`src/rtl/timer_pkg.sv`:
```
// Shared types and constants for the mm:ss BCD countdown timer.
// Holds the FSM state enum, BCD limits and a digit validity helper.
package timer_pkg;

  typedef enum logic [1:0] {
    IDLE    = 2'd0,
    RUN     = 2'd1,
    EXPIRED = 2'd2
  } state_t;

  localparam logic [3:0] BCD_MAX       = 4'd9;
  localparam logic [3:0] SEC_TENS_WRAP = 4'd5;

  function automatic logic bcd_ok(input logic [3:0] d);
    return d <= BCD_MAX;
  endfunction

endpackage

```
`src/rtl/bcd_digit_dn.sv`:
```
// One BCD down-counting digit with serial shift load and borrow chain.
// Ports: i_shift/i_shift_d load, i_borrow decrement, o_q, o_borrow, o_zero.
module bcd_digit_dn
  import timer_pkg::*;
#(
  parameter logic [3:0] WRAP = BCD_MAX
) (
  input  logic       clock,
  input  logic       clrn,
  input  logic       i_shift,
  input  logic [3:0] i_shift_d,
  input  logic       i_borrow,
  output logic [3:0] o_q,
  output logic       o_borrow,
  output logic       o_zero
);

  logic [3:0] r_q;

  always_ff @(posedge clock or negedge clrn) begin
    if (!clrn) begin
      r_q <= 4'd0;
    end else if (i_shift) begin
      r_q <= i_shift_d;
    end else if (i_borrow) begin
      r_q <= (r_q == 4'd0) ? WRAP : r_q - 4'd1;
    end
  end

  assign o_q      = r_q;
  assign o_zero   = (r_q == 4'd0);
  assign o_borrow = o_zero & i_borrow;

endmodule

```
`src/rtl/bcd_mmss_timer.sv`:
```
// mm:ss BCD countdown timer: serial keypad entry, prescaled tick, pause.
// Ports: clock/clrn, data/loadn/enable in; digits, zero, done, running out.
module bcd_mmss_timer
  import timer_pkg::*;
#(
  parameter int MIN_DIGITS = 1,
  parameter int TICK_DIV   = 1
) (
  input  logic                    clock,
  input  logic                    clrn,
  input  logic [3:0]              data,
  input  logic                    loadn,
  input  logic                    enable,
  output logic [3:0]              sec_ones,
  output logic [3:0]              sec_tens,
  output logic [4*MIN_DIGITS-1:0] mins,
  output logic                    zero,
  output logic                    done,
  output logic                    running
);

  localparam int PW =
    (TICK_DIV > 1) ? $clog2(TICK_DIV) : 1;
  localparam logic [PW-1:0] PRE_MAX =
    PW'(TICK_DIV - 1);

  state_t          r_state;
  state_t          w_state_nxt;
  logic [PW-1:0]   r_pre;
  logic [PW-1:0]   w_pre_nxt;
  logic            r_done;

  logic            w_valid;
  logic            w_shift;
  logic            w_tick;
  logic            w_expire;
  logic            w_one;

  logic [3:0]      w_so;
  logic [3:0]      w_st;
  logic            w_b_so;
  logic            w_b_st;
  logic            w_z_so;
  logic            w_z_st;

  logic [MIN_DIGITS-1:0][3:0] w_m;
  logic [MIN_DIGITS-1:0][3:0] w_m_in;
  logic [MIN_DIGITS:0]        w_b_m;
  logic [MIN_DIGITS-1:0]      w_z_m;
  logic                       w_unused_borrow;

  assign w_valid = !loadn && bcd_ok(data);

  // Exactly one second left: the next tick expires.
  assign w_one = (w_so == 4'd1) & w_z_st & (&w_z_m);
  assign zero  = w_z_so & w_z_st & (&w_z_m);

  always_comb begin
    w_state_nxt = r_state;
    w_pre_nxt   = r_pre;
    w_shift     = 1'b0;
    w_tick      = 1'b0;
    w_expire    = 1'b0;
    unique case (r_state)
      IDLE: begin
        w_shift = w_valid;
        if (enable && !zero) begin
          w_state_nxt = RUN;
        end
      end
      RUN: begin
        if (!enable) begin
          w_state_nxt = IDLE;
        end else if (r_pre == PRE_MAX) begin
          w_tick    = 1'b1;
          w_pre_nxt = '0;
          if (w_one) begin
            w_expire    = 1'b1;
            w_state_nxt = EXPIRED;
          end
        end else begin
          w_pre_nxt = r_pre + 1'b1;
        end
      end
      EXPIRED: begin
        w_shift = w_valid;
        if (w_valid || !enable) begin
          w_state_nxt = IDLE;
        end
      end
      default: begin
        w_state_nxt = IDLE;
      end
    endcase
    if (w_shift) begin
      w_pre_nxt = '0;
    end
  end

  always_ff @(posedge clock or negedge clrn) begin
    if (!clrn) begin
      r_state <= IDLE;
      r_pre   <= '0;
      r_done  <= 1'b0;
    end else begin
      r_state <= w_state_nxt;
      r_pre   <= w_pre_nxt;
      r_done  <= w_expire;
    end
  end

  bcd_digit_dn #(
    .WRAP (BCD_MAX)
  ) u_sec_ones (
    .clock     (clock),
    .clrn      (clrn),
    .i_shift   (w_shift),
    .i_shift_d (data),
    .i_borrow  (w_tick),
    .o_q       (w_so),
    .o_borrow  (w_b_so),
    .o_zero    (w_z_so)
  );

  bcd_digit_dn #(
    .WRAP (SEC_TENS_WRAP)
  ) u_sec_tens (
    .clock     (clock),
    .clrn      (clrn),
    .i_shift   (w_shift),
    .i_shift_d (w_so),
    .i_borrow  (w_b_so),
    .o_q       (w_st),
    .o_borrow  (w_b_st),
    .o_zero    (w_z_st)
  );

  assign w_b_m[0] = w_b_st;

  // Minute digits form a shift chain above sec_tens.
  for (genvar g = 0; g < MIN_DIGITS; g++) begin : g_min
    if (g == 0) begin : g_lo
      assign w_m_in[g] = w_st;
    end else begin : g_hi
      assign w_m_in[g] = w_m[g-1];
    end

    bcd_digit_dn #(
      .WRAP (BCD_MAX)
    ) u_min (
      .clock     (clock),
      .clrn      (clrn),
      .i_shift   (w_shift),
      .i_shift_d (w_m_in[g]),
      .i_borrow  (w_b_m[g]),
      .o_q       (w_m[g]),
      .o_borrow  (w_b_m[g+1]),
      .o_zero    (w_z_m[g])
    );
  end

  // Expiry stops the count before any borrow can leave the top digit.
  assign w_unused_borrow = w_b_m[MIN_DIGITS];

  assign sec_ones = w_so;
  assign sec_tens = w_st;
  assign mins     = w_m;
  assign done     = r_done;
  assign running  = (r_state == RUN);

endmodule
```
`config.mk`:
```
export PLATFORM = sky130hd
export DESIGN_NAME = bcd_mmss_timer
export DESIGN_NICKNAME = d
export VERILOG_FILES = /design/src/rtl/timer_pkg.sv /design/src/rtl/bcd_digit_dn.sv /design/src/rtl/bcd_mmss_timer.sv
export SDC_FILE = /design/constraint.sdc
export NUM_CORES = 1
export LEC_CHECK = 0
export BUFFER_PORTS_ARGS = -buffer_cell sky130_fd_sc_hd__clkbuf_2
export CAP_MARGIN = 20
export CORE_MARGIN = 2
export CORE_UTILIZATION = 45
export CTS_BUF_LIST = sky130_fd_sc_hd__clkbuf_16
export DETAILED_ROUTE_END_ITERATION = 10
export GPL_TIMING_DRIVEN = 0
export PLACE_DENSITY = 0.83
export SETUP_SLACK_MARGIN = 0.1
export SLEW_MARGIN = 20
export SYNTH_ARGS = -nofsm -noshare
export SYNTH_HDL_FRONTEND = slang
export SYNTH_SLANG_ARGS = --single-unit
export TNS_END_PERCENT = 1
```
`constraint.sdc`:
```
create_clock -name clock -period 1.8 [get_ports clock]
set_input_delay 0.09 -clock clock [delete_from_list [all_inputs] [get_ports clock]]
set_output_delay 0.09 -clock clock [all_outputs]
set_load 0.01 [all_outputs]
```
After elaboration in Yosys (flattened, before gate mapping)
Cells that the tools add are included.
- add/subtract/negate cells: 4
- magnitude comparators: 1
- eq/ne operators: 7
- mux-type cells: 27
- bitwise gates (word level): 6
- reductions and logical operators: 18
- operators with widths (cell ; number):
    $mux 4 ; 9
    $logic_not 4->1 ; 3
    $mux 1 ; 12
    $sub 4x1->4 const B ; 3
    $mux 2 ; 5
    $reduce_bool 2->1 ; 5
    $and 1x1->1 ; 6
    $pmux 2 s3 ; 1
    $eq 4x1->1 const B ; 1
    $le 4x4->1 const B ; 1
    $ne 2x2->1 const B ; 2
    $reduce_and 4->1 ; 1
    $logic_not 1->1 ; 3
    $ne 3x2->1 const B ; 1
    $ne 3x3->1 const B ; 1
    $eq 2x1->1 const B ; 1
    $eq 2x2->1 const B ; 1
    $logic_and 1x1->1 ; 2
    $logic_not 2->1 ; 1
    $reduce_and 2->1 ; 1
    $reduce_or 2->1 ; 1
    $add 1x1->1 const B ; 1
    $logic_or 1x1->1 ; 1
- register bits after elaboration: 16
- output and inout port bits: 15
- word-level logic and storage cells: 69

Longest topological paths before layout
Gate-level depths: netlist (run 1).
- depth in word-level cells: 7
- depth in mapped cells: 6
- depth with buffers taken out: 4

By module
Synthesis (run 1) repeated with hierarchy kept, for this count alone.
- cell total of the unflattened synthesis: 85
- area, all modules: 875.8 µm²
- by module, submodules not included (module ; instances ; cells each ; area an instance (µm²)):
    bcd_digit_dn at g_min[0].u_min ... ; 2 ; 23 ; 229.0
    bcd_mmss_timer ; 1 ; 18 ; 214.0
    bcd_digit_dn at u_sec_tens ; 1 ; 21 ; 203.9

Worst setup path before layout (run 1)
OpenSTA, ideal clock, no wires.
- path kind: flip-flop to flip-flop
- from: reg u_sec_tens.r_q[3] (netlist: u_sec_tens.o_q[3])
- to: reg g_min[0].u_min.r_q[3]
- library setup time: 82 ps
- arrival time: 1726 ps
- required time: 1718 ps
- setup slack: -8 ps
- cell stages (with the launch flop): 5
- buffers on the path: 0
- cell sequence: dfrtp_1 or4_4 nor2_4 or4b_1 a31oi_1
- cells in the longest elaborated chain, start to end: 3
- RTL lines (what ; line ; source):
    from (decl) ; bcd_digit_dn.sv:18 ; logic [3:0] r_q;
    from (signal assigned) ; bcd_digit_dn.sv:24 ; r_q <= i_shift_d;
    from (signal assigned) ; bcd_digit_dn.sv:26 ; r_q <= (r_q == 4'd0) ? WRAP : r_q - 4'd1;
    $logic_not 4->1 ; bcd_digit_dn.sv:31 ; assign o_zero = (r_q == 4'd0);
    $and 1x1->1 ; bcd_digit_dn.sv:32 ; assign o_borrow = o_zero & i_borrow;
    $reduce_bool 2->1 (no source line) ; -- ;
    to (signal assigned) ; bcd_digit_dn.sv:24 ;
    to (signal assigned) ; bcd_digit_dn.sv:26 ;
    to (decl) ; bcd_digit_dn.sv:18 ;
Several ways; a longest one is shown, not always the timed one.
A chain may end at the register's enable or synchronous reset.

Final worst setup path (run 1)
- from: reg u_sec_ones.r_q[2] (netlist: u_sec_ones.o_q[2])
- to: reg g_min[0].u_min.r_q[3]
- cells in the longest elaborated chain, start to end: 4
- RTL lines (what ; line):
    from (decl) ; bcd_digit_dn.sv:18
    from (signal assigned) ; bcd_digit_dn.sv:24
    from (signal assigned) ; bcd_digit_dn.sv:26
    $logic_not 4->1 ; bcd_digit_dn.sv:31
    $and 1x1->1 (2 in a row) ; bcd_digit_dn.sv:32
    $reduce_bool 2->1 (no source line) ; --
Every way passes these cells.

==> results of run 1 <==
[metrics by stage]
| step | total power, mW | hold slack (ps) |
|---|---|---|
| after CTS | 1.64 | 74.8 |
| after detailed placement | 1.10 | 33.1 |
| after global routing | 1.77 | 105 |
| after floorplan | 0.897 | -206 |
| final | 1.68 | 73.9 |
| after global placement | 1.08 | 25.1 |
[what timing repair did]
| action | in CTS | in global routing |
|---|---|---|
| pin swaps | 4 | 2 |
| hold buffers | 1 | 0 |
| gates resized for setup | 5 | 3 |
| setup endpoints to repair | 4 | 8 |
| endpoints found under the hold margin | 15 | 0 |
| setup buffers | 7 | 0 |
[cell type report]
class	instances	area [µm²]	area share [%]
Tap cell	25	31.3	2.73
Buffer	4	25.0	2.18
Clock buffer	3	75.1	6.55
Timing Repair Buffer	30	173	15.1
Sequential cell	15	380	33.2
Clock inverter	1	5.00	0.437
Multi-Input combinational cell	69	457	39.8
[state kept, by name, summed over array words and instances, names as in the netlist]
name	cells
g_min.u_min.o_q	4
u_sec_ones.o_q	4
u_sec_tens.o_q	4
r_state	2
done	1
[cells by family (layout without fill, tap and decap cells)]
| kind of cell | after synthesis | after routing | share of synthesized area (%) |
|---|---|---|---|
| XOR/XNOR | 2 | 2 | 2.10 |
| flip-flops | 15 | 15 | 44.9 |
| AO/OA/AOI/OAI | 23 | 23 | 19.6 |
| buffers and inverters | 4 | 38 | 2.84 |
| AND/OR/NAND/NOR | 44 | 44 | 30.5 |
[cell usage in the layout, fill, tap and decap left out, drive strengths merged]
cell,instances
nor2b,2
or3,2
xor2,1
o21a,2
o2111ai,1
and4,1
nor3b,1
a221o,2
a211o,1
and2,1
nand2,10
o21ai,5
o311ai,1
a21boi,2
clkinv,1
or4b,1
nand2b,1
dfrtp,15
or4,2
o41ai,1
o31ai,1
and3,2
and2b,1
o22a,1
nand3,3
buf,10
dlygate4sd3,1
o211ai,2
nor4,2
nor2,9
a31oi,2
a21oi,2
nor3,2
nand4,3
xnor2,1
nand3b,1
clkbuf,26
[metal layers]
layer	routed length (µm)	global-route usage (%)	up-vias
met1	963	33.6	414
met3	204	3.85	5
met5	0	0	-
met2	1170	37.8	61
li1	-	-	404
met4	38	13.3	0
[power breakdown]
part,total (mW),switching (mW),internal (mW)
Combinational,0.663,0.362,0.301
Clock,0.440,0.143,0.297
Sequential,0.572,0.122,0.450
[worst min-delay path by stage]
stage             from               endpoint  slack [ps]  depth (start not counted)
6_report       data[0]      u_sec_ones.o_q[0]          70                          2
5_1_grt        data[0]      u_sec_ones.o_q[0]         110                          2
4_1_cts        data[0]      u_sec_ones.o_q[0]          70                          2
3_5_place_dp      clrn  g_min[0].u_min.o_q[1]          30                          1
3_3_place_gp      clrn  g_min[0].u_min.o_q[1]          30                          1
2_1_floorplan     clrn                   done        -210                          0
==> results, run 1 <==
- The number of nets in the synthesized netlist is 96.
- The die is 47.1 µm tall.
- The worst setup path is of the flip-flop to flip-flop kind.
- The number of cells on the critical path is 4.
- The count of buffers added on input and output ports is 22.
- The minimum setup slack after placement is -121 ps.
- The worst setup path is launched from a flip-flop.
- After synthesis the cells add up to 836 µm².
- The worst register-to-register path begins at u_sec_ones.o_q[2].
- At the end of routability-driven placement, the weighted congestion stood at 0.826.
- TritonCTS built the clock tree.
- The most repeated cell in the gate-level netlist after synthesis is sky130_fd_sc_hd__dfrtp_1.
- The number of antenna violations at the first check in global routing was 0.
- The placeable core region is 1750 µm².
- The DRC violation count after routing is 0.
- The insertion delay to the later sink of the worst-skew pair is 250 ps.
- The period utilization is between 90% and 100%.
- After filler insertion, the fill cell instance count of the layout stands at 138.
- The vias per cell is 6.01.
- The largest fanout of any net on the critical path is 5.
- The number of cells on the worst reg-to-reg path is 4.
- The detailed router finished its first iteration with 56 violations.
- The setup TNS is 0 ps.
- For the worst setup path, the data required time is 1970 ps.
- CTS built an H-tree with a depth of 1.
- The flow ran to the end, and the final reports show no timing, DRC or antenna violations.
- Counting every instance in the synthesized netlist gives 88.
- STA classifies the critical path endpoint as a flip-flop.
- The number of global-route vias before repair was roughly 790.
- The net count of the finished layout is 131.
- In this run, synthesis produced a sequential element count of 15.
- After synthesis, the cell types taking the most area are sky130_fd_sc_hd__dfrtp_1 45%, sky130_fd_sc_hd__nand2_1 4.5%, sky130_fd_sc_hd__nor2_1 3.6%.
- Between clock sinks in the finished design, the worst skew comes to 4.35 ps.
- After clock tree synthesis, the clock-pin slew on the worst setup and hold paths is 50 ps.
- Traced cell by cell, the critical path runs through or4_4 -> nor2_4 -> or4b_1 -> a31oi_1.
- The final cell utilization of the core is ~66%.
- The primary flip-flop cell chosen by synthesis mapping is sky130_fd_sc_hd__dfrtp_1.
- The initial core utilization is 47.9%.
- In this run the core area contains 15 standard-cell rows.
- The area fraction of the dominant cell type after synthesis is 44.9%.
- Once placement completed, the tool counted placed cells totaling about 140.
- The total wirelength of the detailed-routed design is 2370 µm.
- After synthesis, the most frequently instantiated cells are 15 x sky130_fd_sc_hd__dfrtp_1, 10 x sky130_fd_sc_hd__nand2_1, 8 x sky130_fd_sc_hd__nor2_1.
- The leakage power figure is 0.513 nW.
- The sequential element share of the synthesized area is 44.9%.
- The worst-case setup margin in the final layout is around 32 ps.
- Summing all placed instances gives a cell area of between 900 and 1000 µm².
- Static timing analysis puts the maximum clock frequency at 566 MHz.
- Of the cells placed in the final design, the portion with a size suffix greater than 1 is 39.3%.
- The worst hold path class is primary input to flip-flop.
- The slowest cell on the critical path is sky130_fd_sc_hd__or4_4.
- In this design, the stage delay of the slowest critical-path cell is 600 ps.
- Global routing finished with a remaining overflow of 0.
- The most critical setup path has its endpoint at g_min[0].u_min.o_q[3].
- Of all cell types, the one taking the most synthesized area is sky130_fd_sc_hd__dfrtp_1.
- Across the run, the number of max-cap violations was 0.
- The number of enable flip-flop cells after synthesis is 0.
- The number of different library cells used by synthesis comes to 38.
- Data arrives at the worst endpoint at just under 2000 ps.
- The worst register-to-register path ends at g_min[0].u_min.o_q[3].
- The final number of hold-violating endpoints is 0.
- Dividing the detail-routed wire length by the instance count gives 16.1 µm.
- Counting flops with an async set or reset pin after synthesis yields a share of 100%.
- The critical path contains buffers and inverters numbering 0 combined.
- Setup slack on the worst reg-to-reg path comes out at 30 ps.
- The first global-routing pass estimated 3750 µm of wire.
- The area of the die is approximately 2200 µm².
- Yosys printed 0 warnings.
- The total setup violations reported at the end of the flow is 0.
- The clock sink count is 15.
- The number of CTS-inserted buffers is 3.
- Summing over every cut layer, the via total after detailed routing is 884.
- Counting along the longest clock path gives a buffer depth of 2.
- 0 antenna diodes ended up in the layout.
- Among cell families on the critical path, the largest total delay comes from simple AND/OR/NAND/NOR gates.
- The worst ir drop on vdd is about 0.94 mV.
- A synthesized cell averages 9.50 µm².
- The worst relative slew slack is 35.3%.
- For the pin with the worst max-slew slack, the measured transition is 962 ps.
- The global-route usage over all layers is 24.7%.
- Relative to the synthesized area, the layout overhead comes to 37.1%.
- The non-filler instance count after layout is about 150.
- In this run the power density over the cells is 1460 nW/µm².
- Setup repair after global routing could not meet its margin everywhere.
- The number of pins with negative max-slew slack in the final report came to 0.
- The count of nets left with antenna violations once routing finished came out at 0.
- The HPWL after detailed placement is 1440 µm.
- For this design the top-level I/O count stands at 23.
- Entering global routing, the biggest net connects 16 pins.
- In this run the clock root is driven by a sky130_fd_sc_hd__clkbuf_16.
- Measured along the x axis, the die boundary spans 47.1 µm.
- The launch point of the critical path is u_sec_ones.o_q[2].
- The final instance area is 1150 µm².
- For the finished layout, the period the worst path requires is 1770 ps.
- The first detailed-routing pass ran for 4 iterations.
No activity file was read; power rests on OpenSTA's default activity.
==> run 2, diff against run 1 <==
- clock period: 1.8 -> 1.6 ns (I/O delays scaled with it)
==> results, run 2 (synthesized netlist as in run 1, its figures left out) <==
- The max-capacitance violation count is 0.
- The final cell utilization of the core is 67.5%.
- The first detailed-routing pass took 4 iterations.
- The run finished, with violations left.
- The number of routed nets with antenna violations is 0.
- Entering global routing, the biggest net connects 16 pins.
- The first global-routing pass estimated around 3700 µm of wire.
- In this run the number of H-tree levels came out at 1.
- The number of antenna violations at the first check in global routing is 0.
- The worst relative slew slack is 61.3%.
- From synthesis to final layout, the design area changed by 41.0%.
- The DRC violation count after routing is 0.
- The total half-perimeter wirelength after legalization and detailed placement is 1440 µm.
- The minimum clock period is 1750 ps.
- The number of CTS-inserted buffers is 3.
- On the worst path, the slowest cell contributes a delay of ~590 ps.
- The area of the die is 2220 µm².
- From left edge to right edge, the die measures 47.1 µm.
- For this configuration, the core starts out at a cell density of 47.9%.
- Counting the fill cells in the layout gives around 140.
- The highest clock frequency the design can meet is 570 MHz.
- The tightest min-delay check is of the primary input to flip-flop type.
- The longest clock path from root to sink contains 2 buffers.
- The last weighted congestion value of the routability-driven placer is 0.826.
- The largest fanout of any net on the critical path is 5.
- After clock tree synthesis, the clock-pin slew on the worst setup and hold paths is 50 ps.
- The routed layout has 892 vias.
- STA puts the critical path data arrival time at 1920 ps.
- The analysis attributes to cell leakage a power of 0.526 nW.
- Dividing the detail-routed via count by the number of cells gives 6.07.
- The TritonCTS clock tree is built.
- The worst ir drop on vdd is between 1 and 1.5 mV.
- In the layout the commonest cells are 22 x sky130_fd_sc_hd__clkbuf_2, 11 x sky130_fd_sc_hd__dfrtp_1, 9 x sky130_fd_sc_hd__nand2_1, 8 x sky130_fd_sc_hd__nor2_1, 6 x sky130_fd_sc_hd__buf_4.
- The non-filler instance count after layout is 147.
- The element type at the critical path start is a flip-flop.
- The fraction of layout instances using a drive strength above 1 is approximately 43%.
- 23 I/O pins were placed.
- Leaving out fill and tap cells, the most frequent cell in the layout is sky130_fd_sc_hd__clkbuf_2.
- The number of antenna diodes in the final layout is 0.
- Setup repair after global routing could not meet its margin everywhere.
- The checks that failed: setup timing.
- The average detailed-routed wire length per instance is approximately 16 µm.
- The insertion delay to the later sink of the worst-skew pair is about 250 ps.
- Including well taps, the total number of placed cells is between 100 and 150.
- At the end of the flow, the number of nets in the layout was roughly 130.
- The total setup violations reported at the end of the flow is 5.
- The kind of cell with the highest combined delay on the critical path is simple AND/OR/NAND/NOR gates.
- The total of buffers placed on input and output ports is 22.
- For this block, the routed nets add up to 2330 µm of wire.
- The critical path goes through or4_4 -> nor2_4 -> or4b_1 -> a31oi_1.
- The final number of hold-violating endpoints came to 0.
- The worst setup path is of the flip-flop to flip-flop kind.
- The clock sink count is 15.
- The pin slew with the least headroom to its limit is 578 ps.
- The number of pins with negative max-slew slack in the final report was 0.
- In the global route stage, overall resource usage came out at 23.9%.
- After floorplanning, the core was sized to cover about 1700 µm².
- Once placement finished, the instance area stood at about 1000 µm².
- The number of global-route vias before repair is approximately 800.
- The die is 47.1 µm tall.
- The data required time of the worst path is 1770 ps.
- The number of buffers and inverters on the critical path is 0.
- The worst setup path is captured at a flip-flop.
- The slowest stage of the critical path belongs to the cell sky130_fd_sc_hd__or4_4.
- Once routing completed, OpenROAD measured the worst setup slack at -154 ps.
- The worst path uses 110% of the clock period.
- Across all hold checks on the routed design, the worst slack comes to 66.5 ps.
- Power spread over the standard cell area amounts to 1620 nW/µm².
- The global route total overflow is 0.
- The number of placement rows is 15.
- The clock tree root driver cell is sky130_fd_sc_hd__clkbuf_16.
- The final instance area is 1180 µm².
- The largest clock skew in the final design is 0.781 ps.
- In this run, the number of DRC markers left after iteration 0 of detailed routing was between 50 and 60.
## run 2: repair_timing
action | 4_1_cts | 5_1_grt
hold endpoints to repair | 15 | 0
pin swaps | 11 | 6
setup endpoints to repair | 15 | 15
hold buffers | 1 | 0
buffers inserted | 7 | 0
resized for setup | 16 | 3
## run 2: path summary, 6_finish.rpt
kind                                   start                    end  slack (ps)  cells after the start
min in group asynchronous               clrn  g_min[0].u_min.o_q[1]         290                      2
max reg2reg                u_sec_tens.o_q[3]  g_min[0].u_min.o_q[3]        -150                      4
max in group asynchronous               clrn      u_sec_tens.o_q[0]        1010                      2
max                        u_sec_tens.o_q[3]  g_min[0].u_min.o_q[3]        -150                      4
min                                  data[0]      u_sec_ones.o_q[0]          70                      2
min reg2reg                       r_state[1]             r_state[0]         540                      2
## run 2: final cells by class
type	instances	area, µm²	share of cell area [%]
Timing Repair Buffer	30	176	15.0
Clock inverter	1	5.00	0.425
Tap cell	25	31.3	2.65
Multi-Input combinational cell	69	469	39.8
Buffer	4	41.3	3.50
Sequential cell	15	380	32.3
Clock buffer	3	75.1	6.37
## run 2: metal layers
metal | vias up | wire length, µm | track usage [%]
met3 | 7 | 183 | 4.62
met4 | 0 | 50 | 14.4
met2 | 50 | 1090 | 34.5
met5 | - | 0 | 0
met1 | 432 | 1000 | 32.9
li1 | 403 | - | -
## run 2: power by group
group / leakage [nW] / internal, mW / switching [mW]
Sequential: 0.181 / 0.506 / 0.136
Combinational: 0.304 / 0.371 / 0.408
Clock: 0.0409 / 0.334 / 0.156
## run 2: through the flow
step                      setup slack [ps]  power, mW  setup TNS (ps)
after detailed placement              -321       1.24            -901
final                                 -154       1.91            -423
after floorplan                       -150       1.01            -156
after global placement                -258       1.21            -603
after global routing                  -223       2.02            -797
after CTS                             -143       1.89            -370
